<file path="src/rtl/codec_cfg_sequencer_pkg.sv">
// codec_cfg_pkg: shared types and constants for the codec configuration
// sequencer.
//   seq_state_t  - sequencer FSM states (INIT, RUN, UPD)
//   W_*          - fixed init-table words {reg_addr, data}
//   REG_LHP      - register address of channel 0 volume (channel c at +2*c)
//   REG_ACTIVE   - codec activate register
//   table_len()  - number of init-table entries for a given channel count
package codec_cfg_pkg;

  typedef enum logic [1:0] {
    ST_INIT = 2'd0,
    ST_RUN  = 2'd1,
    ST_UPD  = 2'd2
  } seq_state_t;

  localparam logic [7:0] REG_LHP    = 8'h04;
  localparam logic [7:0] REG_ACTIVE = 8'h12;

  // Fixed words streamed ahead of the per-channel volume words.
  localparam logic [15:0] W_POWER  = 16'h0C00;
  localparam logic [15:0] W_FORMAT = 16'h0EC2;
  localparam logic [15:0] W_APATH  = 16'h0838;
  localparam logic [15:0] W_SAMPLE = 16'h1000;
  localparam logic [15:0] W_LLINE  = 16'h0017;
  localparam logic [15:0] W_RLINE  = 16'h0217;
  localparam logic [15:0] W_ACTIVE = {REG_ACTIVE, 8'h01};

  localparam int NUM_FIXED = 6;

  function automatic int table_len(input int num_ch);
    return NUM_FIXED + num_ch + 1;
  endfunction

  function automatic logic [15:0] fixed_word(input int i);
    logic [15:0] w;
    case (i)
      0:       w = W_POWER;
      1:       w = W_FORMAT;
      2:       w = W_APATH;
      3:       w = W_SAMPLE;
      4:       w = W_LLINE;
      5:       w = W_RLINE;
      default: w = W_ACTIVE;
    endcase
    return w;
  endfunction

endpackage

</file>
<file path="src/rtl/codec_cfg_sequencer_if.sv">
// codec_cfg_sequencer_if: write-word channel from the sequencer to the I2C
// master.
//   cmd_valid - word available (sequencer drives)
//   cmd_ready - I2C master accepts the word
//   cmd_data  - {device, register, data}
// Handshake: a word transfers on the rising clock edge where cmd_valid and
// cmd_ready are both high; while cmd_valid=1 and cmd_ready=0 the word must
// hold, and cmd_valid may not drop until the word has transferred.
interface codec_cfg_sequencer_if;
  logic        cmd_valid;
  logic        cmd_ready;
  logic [23:0] cmd_data;

  modport master (output cmd_valid, output cmd_data, input cmd_ready);
  modport slave  (input cmd_valid, input cmd_data, output cmd_ready);
endinterface

</file>
<file path="src/rtl/codec_cfg_sequencer_vol_ctrl.sv">
// vol_ctrl: volume/mute state for the codec sequencer.
//   clk, rst_n          - clock, asynchronous active-low reset
//   vol_up/vol_dn       - single-cycle step pulses (saturating)
//   mute_tgl            - single-cycle mute toggle pulse
//   vol_level           - current unmuted volume code
//   mute                - current mute state
//   level_idx           - (vol_level-VOL_MIN)/VOL_STEP saturated to 15
//   changed             - vol_level or mute updates on this clock edge
// Arbitration: mute_tgl beats any vol pulse; vol_up with vol_dn cancels;
// vol pulses are ignored while muted so unmute restores the old level.
module vol_ctrl #(
  parameter int VOL_W       = 7,
  parameter int VOL_MIN     = 'h30,
  parameter int VOL_MAX     = 'h7F,
  parameter int VOL_DEFAULT = 'h60,
  parameter int VOL_STEP    = 4
) (
  input  logic             clk,
  input  logic             rst_n,
  input  logic             vol_up,
  input  logic             vol_dn,
  input  logic             mute_tgl,
  output logic [VOL_W-1:0] vol_level,
  output logic             mute,
  output logic [3:0]       level_idx,
  output logic             changed
);

  localparam logic [VOL_W:0]   MIN_X  = (VOL_W+1)'(VOL_MIN);
  localparam logic [VOL_W:0]   MAX_X  = (VOL_W+1)'(VOL_MAX);
  localparam logic [VOL_W:0]   STEP_X = (VOL_W+1)'(VOL_STEP);
  localparam logic [VOL_W:0]   IDX_MX = (VOL_W+1)'(15);
  localparam logic [VOL_W-1:0] DEF_V  = VOL_W'(VOL_DEFAULT);

  logic [VOL_W:0]   up_sum;
  logic [VOL_W:0]   dn_diff;
  logic [VOL_W:0]   offset;
  logic [VOL_W:0]   quot;
  logic [VOL_W-1:0] vol_d;
  logic             mute_d;

  always_comb begin
    // One extra bit so the step cannot wrap before saturation.
    up_sum  = {1'b0, vol_level} + STEP_X;
    dn_diff = {1'b0, vol_level} - STEP_X;
    vol_d   = vol_level;
    mute_d  = mute;
    if (mute_tgl) begin
      mute_d = !mute;
    end else if (!mute && vol_up && !vol_dn) begin
      vol_d = (up_sum > MAX_X) ? MAX_X[VOL_W-1:0] : up_sum[VOL_W-1:0];
    end else if (!mute && vol_dn && !vol_up) begin
      // Top bit set means the subtraction went below zero.
      vol_d = (dn_diff[VOL_W] || dn_diff < MIN_X) ? MIN_X[VOL_W-1:0]
                                                  : dn_diff[VOL_W-1:0];
    end
    changed = (vol_d != vol_level) || (mute_d != mute);
  end

  always_comb begin
    offset = {1'b0, vol_level} - MIN_X;
    quot   = offset / STEP_X;
    if ({1'b0, vol_level} < MIN_X) begin
      level_idx = 4'd0;
    end else if (quot > IDX_MX) begin
      level_idx = 4'd15;
    end else begin
      level_idx = quot[3:0];
    end
  end

  always_ff @(posedge clk or negedge rst_n) begin
    if (!rst_n) begin
      vol_level <= DEF_V;
      mute      <= 1'b0;
    end else begin
      vol_level <= vol_d;
      mute      <= mute_d;
    end
  end

endmodule

</file>
<file path="src/rtl/codec_cfg_sequencer.sv">
// codec_cfg_sequencer: streams the codec init table after reset, then
// writes per-channel volume registers only when volume, mute or a channel
// enable changes.
//   CLOCK, RESET   - clock, asynchronous active-low reset
//   vol_up/vol_dn  - volume step pulses; mute_tgl - mute toggle pulse
//   ch_en          - per-channel enable level
//   cmd            - write-word channel to the I2C master (master modport)
//   init_done      - init table fully accepted
//   busy           - write pending/in flight or init not finished
//   mute, vol_level, level_idx - volume status for display/LEDs
//   fsm_state      - current sequencer state (debug)
// Optional macro SOFT_RAMP_EN: each channel tracks its last written code and
// UPD moves it one code per accepted word toward the target until equal.
module codec_cfg_sequencer
  import codec_cfg_pkg::*;
#(
  parameter int         NUM_CH      = 2,
  parameter int         VOL_W       = 7,
  parameter int         VOL_MIN     = 'h30,
  parameter int         VOL_MAX     = 'h7F,
  parameter int         VOL_DEFAULT = 'h60,
  parameter int         VOL_STEP    = 4,
  parameter logic [7:0] DEV_ADDR    = 8'h34
) (
  input  logic                    CLOCK,
  input  logic                    RESET,
  input  logic                    vol_up,
  input  logic                    vol_dn,
  input  logic                    mute_tgl,
  input  logic [NUM_CH-1:0]       ch_en,
  codec_cfg_sequencer_if.master   cmd,
  output logic                    init_done,
  output logic                    busy,
  output logic                    mute,
  output logic [VOL_W-1:0]        vol_level,
  output logic [3:0]              level_idx,
  output seq_state_t              fsm_state
);

  localparam int         LEN      = table_len(NUM_CH);
  localparam logic [3:0] LAST_IDX = 4'(LEN - 1);

  seq_state_t        state_q, state_d;
  logic [3:0]        idx_q, idx_d;
  logic              valid_q, valid_d;
  logic [23:0]       data_q, data_d;
  logic [NUM_CH-1:0] dirty_q, dirty_d;
  logic              done_q, done_d;
  logic              busy_q, busy_d;
  logic [NUM_CH-1:0] ch_en_q;
  logic              vol_chg;
  logic              accept;
  logic [NUM_CH-1:0] dirty_ev;
  logic [VOL_W-1:0]  chan_vol [NUM_CH];
  logic [3:0]        tbl_idx;
  logic [15:0]       tbl_word;
  logic              tbl_load;
  logic              upd_found;
  logic [NUM_CH-1:0] upd_mask;
  logic [15:0]       upd_word;
`ifdef SOFT_RAMP_EN
  logic [VOL_W-1:0]  wr_q [NUM_CH];
  logic [VOL_W-1:0]  wr_d [NUM_CH];
  logic [VOL_W-1:0]  upd_code;
  logic              upd_done;
`endif

  vol_ctrl #(
    .VOL_W      (VOL_W),
    .VOL_MIN    (VOL_MIN),
    .VOL_MAX    (VOL_MAX),
    .VOL_DEFAULT(VOL_DEFAULT),
    .VOL_STEP   (VOL_STEP)
  ) u_vol_ctrl (
    .clk      (CLOCK),
    .rst_n    (RESET),
    .vol_up   (vol_up),
    .vol_dn   (vol_dn),
    .mute_tgl (mute_tgl),
    .vol_level(vol_level),
    .mute     (mute),
    .level_idx(level_idx),
    .changed  (vol_chg)
  );

  assign accept        = valid_q && cmd.cmd_ready;
  assign cmd.cmd_valid = valid_q;
  assign cmd.cmd_data  = data_q;
  assign init_done     = done_q;
  assign busy          = busy_q;
  assign fsm_state     = state_q;

  // Enables are compared against their registered copy, which is also what
  // chan_vol uses, so a dirty bit and the value it stands for move together.
  assign dirty_ev = {NUM_CH{vol_chg}} | (ch_en ^ ch_en_q);

  always_comb begin
    for (int c = 0; c < NUM_CH; c++) begin
      chan_vol[c] = (mute || !ch_en_q[c]) ? '0 : vol_level;
    end
  end

  // Table word to load: the current entry when idle, the next one when the
  // current entry is being accepted (back-to-back streaming).
  always_comb begin
    tbl_idx  = valid_q ? idx_q + 4'd1 : idx_q;
    tbl_word = W_ACTIVE;
    if (int'(tbl_idx) < NUM_FIXED) begin
      tbl_word = fixed_word(int'(tbl_idx));
    end
    for (int c = 0; c < NUM_CH; c++) begin
      if (int'(tbl_idx) == NUM_FIXED + c) begin
        tbl_word = {REG_LHP + 8'(2 * c), 8'(chan_vol[c])};
      end
    end
  end

  // Lowest-index dirty channel wins.
  always_comb begin
    upd_found = 1'b0;
    upd_mask  = '0;
    upd_word  = 16'h0000;
`ifdef SOFT_RAMP_EN
    upd_code  = '0;
    upd_done  = 1'b0;
`endif
    for (int c = 0; c < NUM_CH; c++) begin
      if (dirty_q[c] && !upd_found) begin
        upd_found   = 1'b1;
        upd_mask[c] = 1'b1;
`ifdef SOFT_RAMP_EN
        if (wr_q[c] < chan_vol[c]) begin
          upd_code = wr_q[c] + 1'b1;
        end else if (wr_q[c] > chan_vol[c]) begin
          upd_code = wr_q[c] - 1'b1;
        end else begin
          upd_code = wr_q[c];
        end
        upd_done = (upd_code == chan_vol[c]);
        upd_word = {REG_LHP + 8'(2 * c), 8'(upd_code)};
`else
        upd_word = {REG_LHP + 8'(2 * c), 8'(chan_vol[c])};
`endif
      end
    end
  end

  always_comb begin
    state_d  = state_q;
    idx_d    = idx_q;
    valid_d  = valid_q;
    data_d   = data_q;
    dirty_d  = dirty_q;
    done_d   = done_q;
    tbl_load = 1'b0;
`ifdef SOFT_RAMP_EN
    for (int c = 0; c < NUM_CH; c++) begin
      wr_d[c] = wr_q[c];
    end
`endif
    case (state_q)
      ST_INIT: begin
        if (!valid_q) begin
          valid_d  = 1'b1;
          data_d   = {DEV_ADDR, tbl_word};
          tbl_load = 1'b1;
        end else if (accept) begin
          if (idx_q == LAST_IDX) begin
            valid_d = 1'b0;
            state_d = ST_RUN;
            done_d  = 1'b1;
            dirty_d = '0;
          end else begin
            idx_d    = idx_q + 4'd1;
            data_d   = {DEV_ADDR, tbl_word};
            tbl_load = 1'b1;
          end
        end
      end
      ST_RUN: begin
        if (|dirty_q) begin
          state_d = ST_UPD;
        end
      end
      ST_UPD: begin
        if (accept) begin
          valid_d = 1'b0;
          state_d = ST_RUN;
        end else if (!valid_q) begin
          if (upd_found) begin
            valid_d = 1'b1;
            data_d  = {DEV_ADDR, upd_word};
`ifdef SOFT_RAMP_EN
            if (upd_done) begin
              dirty_d = dirty_q & ~upd_mask;
            end
            for (int c = 0; c < NUM_CH; c++) begin
              if (upd_mask[c]) begin
                wr_d[c] = upd_code;
              end
            end
`else
            dirty_d = dirty_q & ~upd_mask;
`endif
          end else begin
            state_d = ST_RUN;
          end
        end
      end
      default: state_d = ST_INIT;
    endcase
`ifdef SOFT_RAMP_EN
    for (int c = 0; c < NUM_CH; c++) begin
      if (tbl_load && int'(tbl_idx) == NUM_FIXED + c) begin
        wr_d[c] = chan_vol[c];
      end
    end
`endif
    // A new event always re-arms the channel, even when its word is being
    // captured on this edge, so the final value is written later.
    dirty_d = dirty_d | dirty_ev;
    busy_d  = valid_d || (|dirty_d) || !done_d;
  end

  always_ff @(posedge CLOCK or negedge RESET) begin
    if (!RESET) begin
      state_q <= ST_INIT;
      idx_q   <= 4'd0;
      valid_q <= 1'b0;
      data_q  <= 24'h000000;
      dirty_q <= '0;
      done_q  <= 1'b0;
      busy_q  <= 1'b0;
      ch_en_q <= '0;
`ifdef SOFT_RAMP_EN
      for (int c = 0; c < NUM_CH; c++) begin
        wr_q[c] <= '0;
      end
`endif
    end else begin
      state_q <= state_d;
      idx_q   <= idx_d;
      valid_q <= valid_d;
      data_q  <= data_d;
      dirty_q <= dirty_d;
      done_q  <= done_d;
      busy_q  <= busy_d;
      ch_en_q <= ch_en;
`ifdef SOFT_RAMP_EN
      for (int c = 0; c < NUM_CH; c++) begin
        wr_q[c] <= wr_d[c];
      end
`endif
    end
  end

endmodule

</file>
<file path="src/flat_wrapper.sv">
// flat-port wrapper written by rule: the top's interface ports become plain ports
module codec_cfg_sequencer_flat import codec_cfg_pkg::*;
#(
  parameter int         NUM_CH      = 2,
  parameter int         VOL_W       = 7,
  parameter int         VOL_MIN     = 'h30,
  parameter int         VOL_MAX     = 'h7F,
  parameter int         VOL_DEFAULT = 'h60,
  parameter int         VOL_STEP    = 4,
  parameter logic [7:0] DEV_ADDR    = 8'h34
)
  (CLOCK, RESET, vol_up, vol_dn, mute_tgl, ch_en, init_done, busy, mute, vol_level, level_idx, fsm_state, cmd_cmd_valid, cmd_cmd_data, cmd_cmd_ready);
  codec_cfg_sequencer_if cmd_i ();
  input  logic CLOCK;
  input  logic RESET;
  input  logic vol_up;
  input  logic vol_dn;
  input  logic mute_tgl;
  input  logic [NUM_CH-1:0] ch_en;
  output logic init_done;
  output logic busy;
  output logic mute;
  output logic [VOL_W-1:0] vol_level;
  output logic [3:0] level_idx;
  output seq_state_t fsm_state;
  output wire logic [$bits(cmd_i.cmd_valid)-1:0] cmd_cmd_valid;
  output wire logic [$bits(cmd_i.cmd_data)-1:0] cmd_cmd_data;
  input wire logic [$bits(cmd_i.cmd_ready)-1:0] cmd_cmd_ready;
  assign cmd_cmd_valid = cmd_i.cmd_valid;
  assign cmd_cmd_data = cmd_i.cmd_data;
  assign cmd_i.cmd_ready = cmd_cmd_ready;
  codec_cfg_sequencer #(.NUM_CH(NUM_CH), .VOL_W(VOL_W), .VOL_MIN(VOL_MIN), .VOL_MAX(VOL_MAX), .VOL_DEFAULT(VOL_DEFAULT), .VOL_STEP(VOL_STEP), .DEV_ADDR(DEV_ADDR)) u_core (.CLOCK(CLOCK), .RESET(RESET), .vol_up(vol_up), .vol_dn(vol_dn), .mute_tgl(mute_tgl), .ch_en(ch_en), .cmd(cmd_i), .init_done(init_done), .busy(busy), .mute(mute), .vol_level(vol_level), .level_idx(level_idx), .fsm_state(fsm_state));
endmodule
</file>
<file path="config.mk">
export PLATFORM = sky130hd
export DESIGN_NAME = codec_cfg_sequencer_flat
export DESIGN_NICKNAME = d
export VERILOG_FILES = /design/src/rtl/codec_cfg_sequencer_pkg.sv /design/src/rtl/codec_cfg_sequencer_if.sv /design/src/rtl/codec_cfg_sequencer_vol_ctrl.sv /design/src/rtl/codec_cfg_sequencer.sv /design/src/flat_wrapper.sv
export SDC_FILE = /design/constraint.sdc
export NUM_CORES = 1
export LEC_CHECK = 0
export ABC_AREA = 1
export CAP_MARGIN = 20
export CORE_MARGIN = 1.5
export CORE_UTILIZATION = 47
export DETAILED_ROUTE_END_ITERATION = 8
export MAX_ROUTING_LAYER = met4
export PLACE_DENSITY = 0.76
export SLEW_MARGIN = 20
export SYNTH_ARGS = -nofsm -noshare
export SYNTH_HDL_FRONTEND = slang
export SYNTH_SLANG_ARGS = --single-unit
</file>
<file path="constraint.sdc">
create_clock -name CLOCK -period 2 [get_ports CLOCK]
set_input_delay 0.5 -clock CLOCK [delete_from_list [all_inputs] [get_ports CLOCK]]
set_output_delay 0.5 -clock CLOCK [all_outputs]
set_load 0.005 [all_outputs]
</file>
* Word-level counts from Yosys, hierarchy flattened
Cells that the tools add are included.
Operators by class: reduce and logical (&&, ||, !) cells 27, shift-type cells 0, multiplexer cells 53, equality and inequality tests 23, $mul 0, bitwise logic cells 6, $lt $le $gt $ge 5, div/mod/pow operators 0, add/subtract/negate cells 4
Operators by type and width (number):
- 24-bit 2-to-1 mux | 6
- 13-bit case mux with 6 select lines | 1
- 7-bit 2-to-1 mux | 7
- 16-bit 2-to-1 mux | 3
- 24-bit case mux with 2 select lines | 1
- 2-bit 2-to-1 mux | 13
- 11-bit 2-to-1 mux | 2
- 1-bit 2-to-1 mux | 14
- 4-bit == test (second input constant) | 3
- 4-bit 2-to-1 mux | 3
- 6-bit AND reduction | 2
- 2-bit by 1-bit inequality test with 1-bit output (second input constant) | 5
- 3-bit inequality test (second input constant) | 3
- 7-bit by 3-bit adder with 8-bit output (second input constant) | 1
- 4-bit by 2-bit == test with 1-bit output (second input constant) | 2
- 4-bit by 3-bit == test with 1-bit output (second input constant) | 2
- 8-bit by 7-bit greater-than comparator with 1-bit output (second input constant) | 1
- 8-bit by 6-bit less-than comparator with 1-bit output (second input constant) | 1
- 7-bit by 3-bit subtractor with 8-bit output (second input constant) | 1
- 7-bit by 6-bit subtractor with 8-bit output (second input constant) | 1
- 1-bit zero test | 7
- 7-bit by 6-bit less-than comparator with 1-bit output (second input constant) | 1
- 7-bit inequality test | 1
- 6-bit by 4-bit greater-than comparator with 1-bit output (second input constant) | 1
- other kinds (23) | 36
Word-level totals: logic and storage cells 128, memories kept 0, latch bits 0, bits of input ports 8, output and inout port bits 41, register bits 45, memory bits (read-only) 0, RAM bits 0

* Depth between registers and ports, before layout
word-level depth 14, gate-level depth with buffers 17, depth with buffers taken out 16

* Cells and area by module
From an unflattened synthesis, not the netlist that was laid out.
Unflattened totals: cells, all modules 400, area total of the unflattened synthesis 2730.1 um2
Modules (own cells, without submodules):
- codec_cfg_sequencer | sequential area each 650.6 um2, area each 1815.5 um2, instances 1, cells an instance 255
- vol_ctrl | sequential area each 202.7 um2, area each 914.6 um2, instances 1, cells an instance 145

* Least setup slack after synthesis
OpenSTA, ideal clock, no wires.
kind reg2reg, from register u_core.u_vol_ctrl.vol_level[5], to register u_core.dirty_q[1], required time 1.857 ns, period minus slack after synthesis 1.952 ns, path buffers 1, cell stages (with the launch flop) 16, setup slack 0.048 ns, arrival time 1.809 ns, library setup time 0.143 ns, cells stage by stage dfstp_2 -> buf_2 -> inv_2 -> ha_1 -> nand2_1 -> nand2_1 -> nand2_1 -> nand3_1 -> o21ai_1 -> nand2_1 -> nand3_1 -> nand2_1 -> nor2_1 -> nand3_1 -> nor2_2 -> nand3_1
Between the ends: longest elaborated chain between the ends 11, elaborated cells between the ends (all ways) 14, those cells by class add/sub: 2; order compare: 2; eq/ne: 1; mux: 5; bitwise: 2; reduce/logical: 2
RTL lines:
- from (decl) | line codec_cfg_sequencer_vol_ctrl.sv:23 | output logic [VOL_W-1:0] vol_level,
- from (signal assigned) | line codec_cfg_sequencer_vol_ctrl.sv:77 | vol_level <= vol_d;
- 7-bit by 3-bit subtractor with 8-bit output | line codec_cfg_sequencer_vol_ctrl.sv:45 | dn_diff = {1'b0, vol_level} - STEP_X;
- 8-bit by 6-bit less-than comparator with 1-bit output | line codec_cfg_sequencer_vol_ctrl.sv:54 | vol_d = (dn_diff[VOL_W] || dn_diff < MIN_X) ? MIN_X[VOL_W-1:0]
- 1-bit logical OR | line codec_cfg_sequencer_vol_ctrl.sv:54
- 7-bit 2-to-1 mux | line codec_cfg_sequencer_vol_ctrl.sv:54
- 7-bit 2-to-1 mux | line codec_cfg_sequencer_vol_ctrl.sv:52 | end else if (!mute && vol_dn && !vol_up) begin
- 7-bit 2-to-1 mux | line codec_cfg_sequencer_vol_ctrl.sv:50 | end else if (!mute && vol_up && !vol_dn) begin
- 7-bit 2-to-1 mux | line codec_cfg_sequencer_vol_ctrl.sv:48 | if (mute_tgl) begin
- 7-bit inequality test (*) | line codec_cfg_sequencer_vol_ctrl.sv:57 | changed = (vol_d != vol_level) || (mute_d != mute);
- 1-bit logical OR (*) | line codec_cfg_sequencer_vol_ctrl.sv:57
- 2-bit OR (*) | line codec_cfg_sequencer.sv:95 | assign dirty_ev = {NUM_CH{vol_chg}} | (ch_en ^ ch_en_q);
- 2-bit OR (*) | line codec_cfg_sequencer.sv:221 | dirty_d = dirty_d | dirty_ev;
- net u_core.dirty_d[1] | line codec_cfg_sequencer.sv:47 | logic [NUM_CH-1:0] dirty_q, dirty_d;
- to (signal assigned) | line codec_cfg_sequencer.sv:245 | dirty_q <= dirty_d;
- to (decl) | line codec_cfg_sequencer.sv:47
Mark *: on every way through the listed nets, which the timed path passes. The rest lies on a longest branch. A chain may end at the register's enable or synchronous reset.

* Worst setup path in the final report
from register u_core.u_vol_ctrl.vol_level[5], to output port level_idx[2]
Between the ends: longest elaborated chain between the ends 4, elaborated cells between the ends (all ways) 5, those cells by class add/sub: 1; order compare: 2; mux: 2
RTL lines:
- 7-bit by 6-bit subtractor with 8-bit output | line codec_cfg_sequencer_vol_ctrl.sv:61 | offset = {1'b0, vol_level} - MIN_X;
- 6-bit by 4-bit greater-than comparator with 1-bit output | line codec_cfg_sequencer_vol_ctrl.sv:65 | end else if (quot > IDX_MX) begin
- 4-bit 2-to-1 mux | line codec_cfg_sequencer_vol_ctrl.sv:65
- 4-bit 2-to-1 mux (*) | line codec_cfg_sequencer_vol_ctrl.sv:63 | if ({1'b0, vol_level} < MIN_X) begin
- to (decl) | line flat_wrapper.sv:24 | output logic [3:0] level_idx;
Every way passes the cells marked *; elsewhere a longest branch is shown, timed or not.

==> results.py <==
metrics = {
    "run_status": {
        "outcome": "finished with violations",
        "failed_checks": "setup timing",
    },
    "route": {
        "vias": 2651,
        "detail_route.iter0.violations": 185,
        "viasPerCell": 5.12,
        "route.detailed.drc": 0,
        "antenna_left": 0,
        "wl_mm": 6.84,
        "wl_per_cell_um": 13.2,
        "drt-pass1-iter-count": 5,
    },
    "logic_synthesis": {
        "ys_seq_elements": 34,
        "yosys_warnings": 0,
        "syn_area_um2": 2540,
        "yosys.cell_types.count": 38,
        "seq_area_frac_synth_pct": 33.5,
        "avgSynthCellArea_um2": 6.91,
        "synth-edff-count": 0,
        "dominantRegCellSynth": "sky130_fd_sc_hd__dfrtp_1",
        "synthCells": 368,
        "synthArstFlopShare_pct": 100,
    },
    "setup_path": {
        "regToRegStartpoint": "u_core.u_vol_ctrl.vol_level[5]",
        "required_arrival_time_at_the_worst_endpoint_ns": 1.50,
        "setup.worst_path.end_class": "primary output",
        "slowest_stage": "sky130_fd_sc_hd__dfstp_2",
        "timing_worst_setup_path_type": "reg -> out",
        "chain_of_cells_forming_the_critical_path": "ha_4, inv_2, ha_4, nand2_4, buf_6, o21ai_2, inv_1, buf_2",
        "path_max_fanout": 3,
        "startpoint_type": "register",
        "rrSetupSlack_ns": -0.10,
        "crit_top_cell": "sky130_fd_sc_hd__ha_4",
        "worst_r2r_path_depth": 15,
        "critical_path.max_stage_delay_ns": 0.57,
        "timing.rr.end": "u_core.busy",
        "critPathArrivalTime_ns": 1.74,
    },
    "sta": {
        "report.final.hold_viol_count": 0,
        "fin_worst_skew_ns": 0.00436,
        "final.min_clock_period_ns": 2.24,
        "achievable-frequency_mhz": 447,
        "period_share_pct": 112,
        "post-route-worst-setup-slack_ns": -0.238,
        "setup_viol_count_final": 7,
        "grt_setup_unrepaired": "true",
        "slew_viol_final": 0,
    },
    "cells_and_area": {
        "final.fill_count": 464,
        "synthToLayoutAreaGrowth_pct": 35.6,
        "fraction_of_final_layout_cells_with_drive_strength_greater_than_1_pct": 23.7,
        "layout_commonest_cell": "sky130_fd_sc_hd__nand2_1",
        "post_layout_nets": 462,
        "insertedDiodeCount": 0,
        "final_cell_mix": "sky130_fd_sc_hd__nand2_1 (84), sky130_fd_sc_hd__buf_4 (42), sky130_fd_sc_hd__nand3_1 (40)",
    },
    "clock_tree": {
        "cts_root_buffer": "sky130_fd_sc_hd__clkbuf_8",
        "cts_max_path_buffers": 2,
        "tritoncts": "done",
        "clock_insertion_delay_worst_skew_ns": 0.29,
        "cts_max_level": 2,
        "numCtsBuffers": 5,
        "clock_sink_count": 34,
        "cts.reportedPaths.clkPinSlew_ns": 0.07,
        "hold_buffers": 0,
    },
    "pwr": {
        "max-vdd-ir-drop_mv": 0.721,
        "total_leakage_power_uw": 0.00171,
        "totalPowerFinal_uw": 5830,
        "pwr_cell_area_nw_per_um2": 1690,
    },
    "min_path": {
        "holdCritPathClass": "reg -> reg",
        "holdPathStages": 2,
        "hold_path.startpoint": "u_core.cmd.cmd_data[5]",
        "hold_end": "u_core.cmd.cmd_data[5]",
    },
    "placement": {
        "dpl.hpwl_mm": 4.94,
        "gp_routability_congestion": 0.973,
        "buffer_ports.inserted": 39,
        "pre_cts_ws_ns": -0.280,
    },
    "die": {
        "core_area_um2": 5170,
        "rows": 26,
        "io_pins": 49,
        "area_of_the_die_um2": 5860,
        "die-width_um": 76.6,
        "die_height_um": 76.6,
        "floorplan.initialDensity_pct": 49.2,
    },
    "grt": {
        "grt_antenna_before_repair": 0,
        "first_global_vias": 2336,
        "grtUsageTotal_pct": 23.9,
        "grt_first_pass_wirelength_mm": 11.0,
        "grt_overflow_total": 0,
        "grt_max_degree": 35,
    },
    "run": {
        "reported_max_cap_violation_count": 0,
    },
}
power breakdown:
group          switching, uW  internal (uW)
combinational           2250           1840
clock                    249            276
sequential               251            965
total                   2750           3080
per-stage QoR:
step | TNS [ns] | instances | util (%) | area [um2] | hold WS [ns]
final | -1.15 | 518 | 66.7 | 3450 | 0.480
after global routing | -1.76 | 518 | 66.7 | 3450 | 0.515
after CTS | -1.13 | 506 | 63.3 | 3270 | 0.484
after floorplan | 0 | 376 | - | 2570 | 0.204
after global placement | -1.42 | 497 | 61.0 | 3150 | 0.463
after detailed placement | -1.64 | 497 | 61.0 | 3150 | 0.465
worst max-delay path, delay by kind of cell, from the launching register on:
kind | cells | cell delay [ns]
flip-flops | 1 | 0.57
adder cells (fa/ha/maj) | 2 | 0.40
buffers and inverters | 4 | 0.32
AO/OA/AOI/OAI | 1 | 0.12
AND/OR/NAND/NOR | 1 | 0.04
metal layers:
| layer | up-vias | global-route usage, % | wire, um |
|---|---|---|---|
| li1 | 1332 | - | - |
| met1 | 1219 | 33.5 | 3170 |
| met2 | 86 | 35.2 | 3150 |
| met3 | 14 | 4.67 | 410 |
| met4 | 0 | 7.04 | 112 |
| met5 | - | - | 0 |
cell families after synthesis:
| family | Yosys count | synth area share, % |
|---|---|---|
| buffers and inverters | 73 | 13.6 |
| AOI/OAI and AO/OA | 63 | 14.3 |
| DFF | 34 | 33.5 |
| xor gates and xnor gates | 9 | 3.10 |
| adders and majority gates | 7 | 3.44 |
| other | 1 | 0.147 |
| and+or+nand+nor | 181 | 31.9 |
registers in the layout, summed over array words and instances, names as in the netlist:
register                     count
u_core.dirty_q                   2
u_core.busy                      1
u_core.fsm_state                 2
u_core.u_vol_ctrl.vol_level      7
u_core.u_vol_ctrl.mute           1
u_core.cmd.cmd_data             13
u_core.ch_en_q                   2
u_core.cmd.cmd_valid             1
u_core.init_done                 1
u_core.idx_q                     4
cells in the mapped netlist, types with 2 or more instances:
cell type | n | area share, %
sky130_fd_sc_hd__a211oi_1 | 2 | 0.59
sky130_fd_sc_hd__a21oi_1 | 14 | 2.8
sky130_fd_sc_hd__a31oi_1 | 2 | 0.49
sky130_fd_sc_hd__a32oi_1 | 4 | 1.4
sky130_fd_sc_hd__buf_2 | 2 | 0.39
sky130_fd_sc_hd__buf_4 | 15 | 4.4
sky130_fd_sc_hd__clkbuf_1 | 3 | 0.44
sky130_fd_sc_hd__dfrtp_1 | 32 | 31
sky130_fd_sc_hd__dfstp_2 | 2 | 2.1
sky130_fd_sc_hd__ha_1 | 7 | 3.4
sky130_fd_sc_hd__inv_1 | 40 | 5.9
sky130_fd_sc_hd__inv_2 | 10 | 1.5
sky130_fd_sc_hd__inv_4 | 2 | 0.49
sky130_fd_sc_hd__nand2_1 | 88 | 13
sky130_fd_sc_hd__nand2_2 | 4 | 0.98
sky130_fd_sc_hd__nand3_1 | 42 | 8.3
sky130_fd_sc_hd__nand4_1 | 4 | 0.98
sky130_fd_sc_hd__nor2_1 | 31 | 4.6
sky130_fd_sc_hd__nor2_2 | 5 | 1.2
sky130_fd_sc_hd__nor2_4 | 2 | 0.89
sky130_fd_sc_hd__o21ai_0 | 19 | 3.7
sky130_fd_sc_hd__o21ai_1 | 14 | 2.8
sky130_fd_sc_hd__o31ai_1 | 2 | 0.59
sky130_fd_sc_hd__xnor2_1 | 2 | 0.69
sky130_fd_sc_hd__xor2_1 | 7 | 2.4
worst max path at each step:
stage | startpoint | to | slack, ns | cells after the start
floorplan | u_core.u_vol_ctrl.vol_level[5] | u_core.dirty_q[1] | 0.05 | 15
global placement | vol_dn | u_core.dirty_q[1] | -0.24 | 11
detailed placement | vol_dn | u_core.dirty_q[1] | -0.28 | 11
CTS | u_core.u_vol_ctrl.vol_level[5] | level_idx[2] | -0.22 | 8
global route | u_core.u_vol_ctrl.vol_level[5] | level_idx[1] | -0.29 | 8
finish | u_core.u_vol_ctrl.vol_level[5] | level_idx[2] | -0.24 | 8
timing repair:
action / in CTS / in global routing
buffers inserted: 1 / 12
gates resized for setup: 28 / 22
pin swaps: 6 / 12
endpoints found under the setup margin: 8 / 18
layout make-up:
| class | instances | area (um2) | area share, % |
|---|---|---|---|
| inverters | 52 | 200 | 5.81 |
| clock buffers | 6 | 82.6 | 2.39 |
| flip-flops and latches | 34 | 856 | 24.8 |
| clock inverters | 2 | 12.5 | 0.363 |
| multi-input cells | 269 | 1480 | 42.8 |
| repair buffers | 85 | 733 | 21.3 |
| well taps | 70 | 87.6 | 2.54 |
No activity file was read; power rests on OpenSTA's default activity.
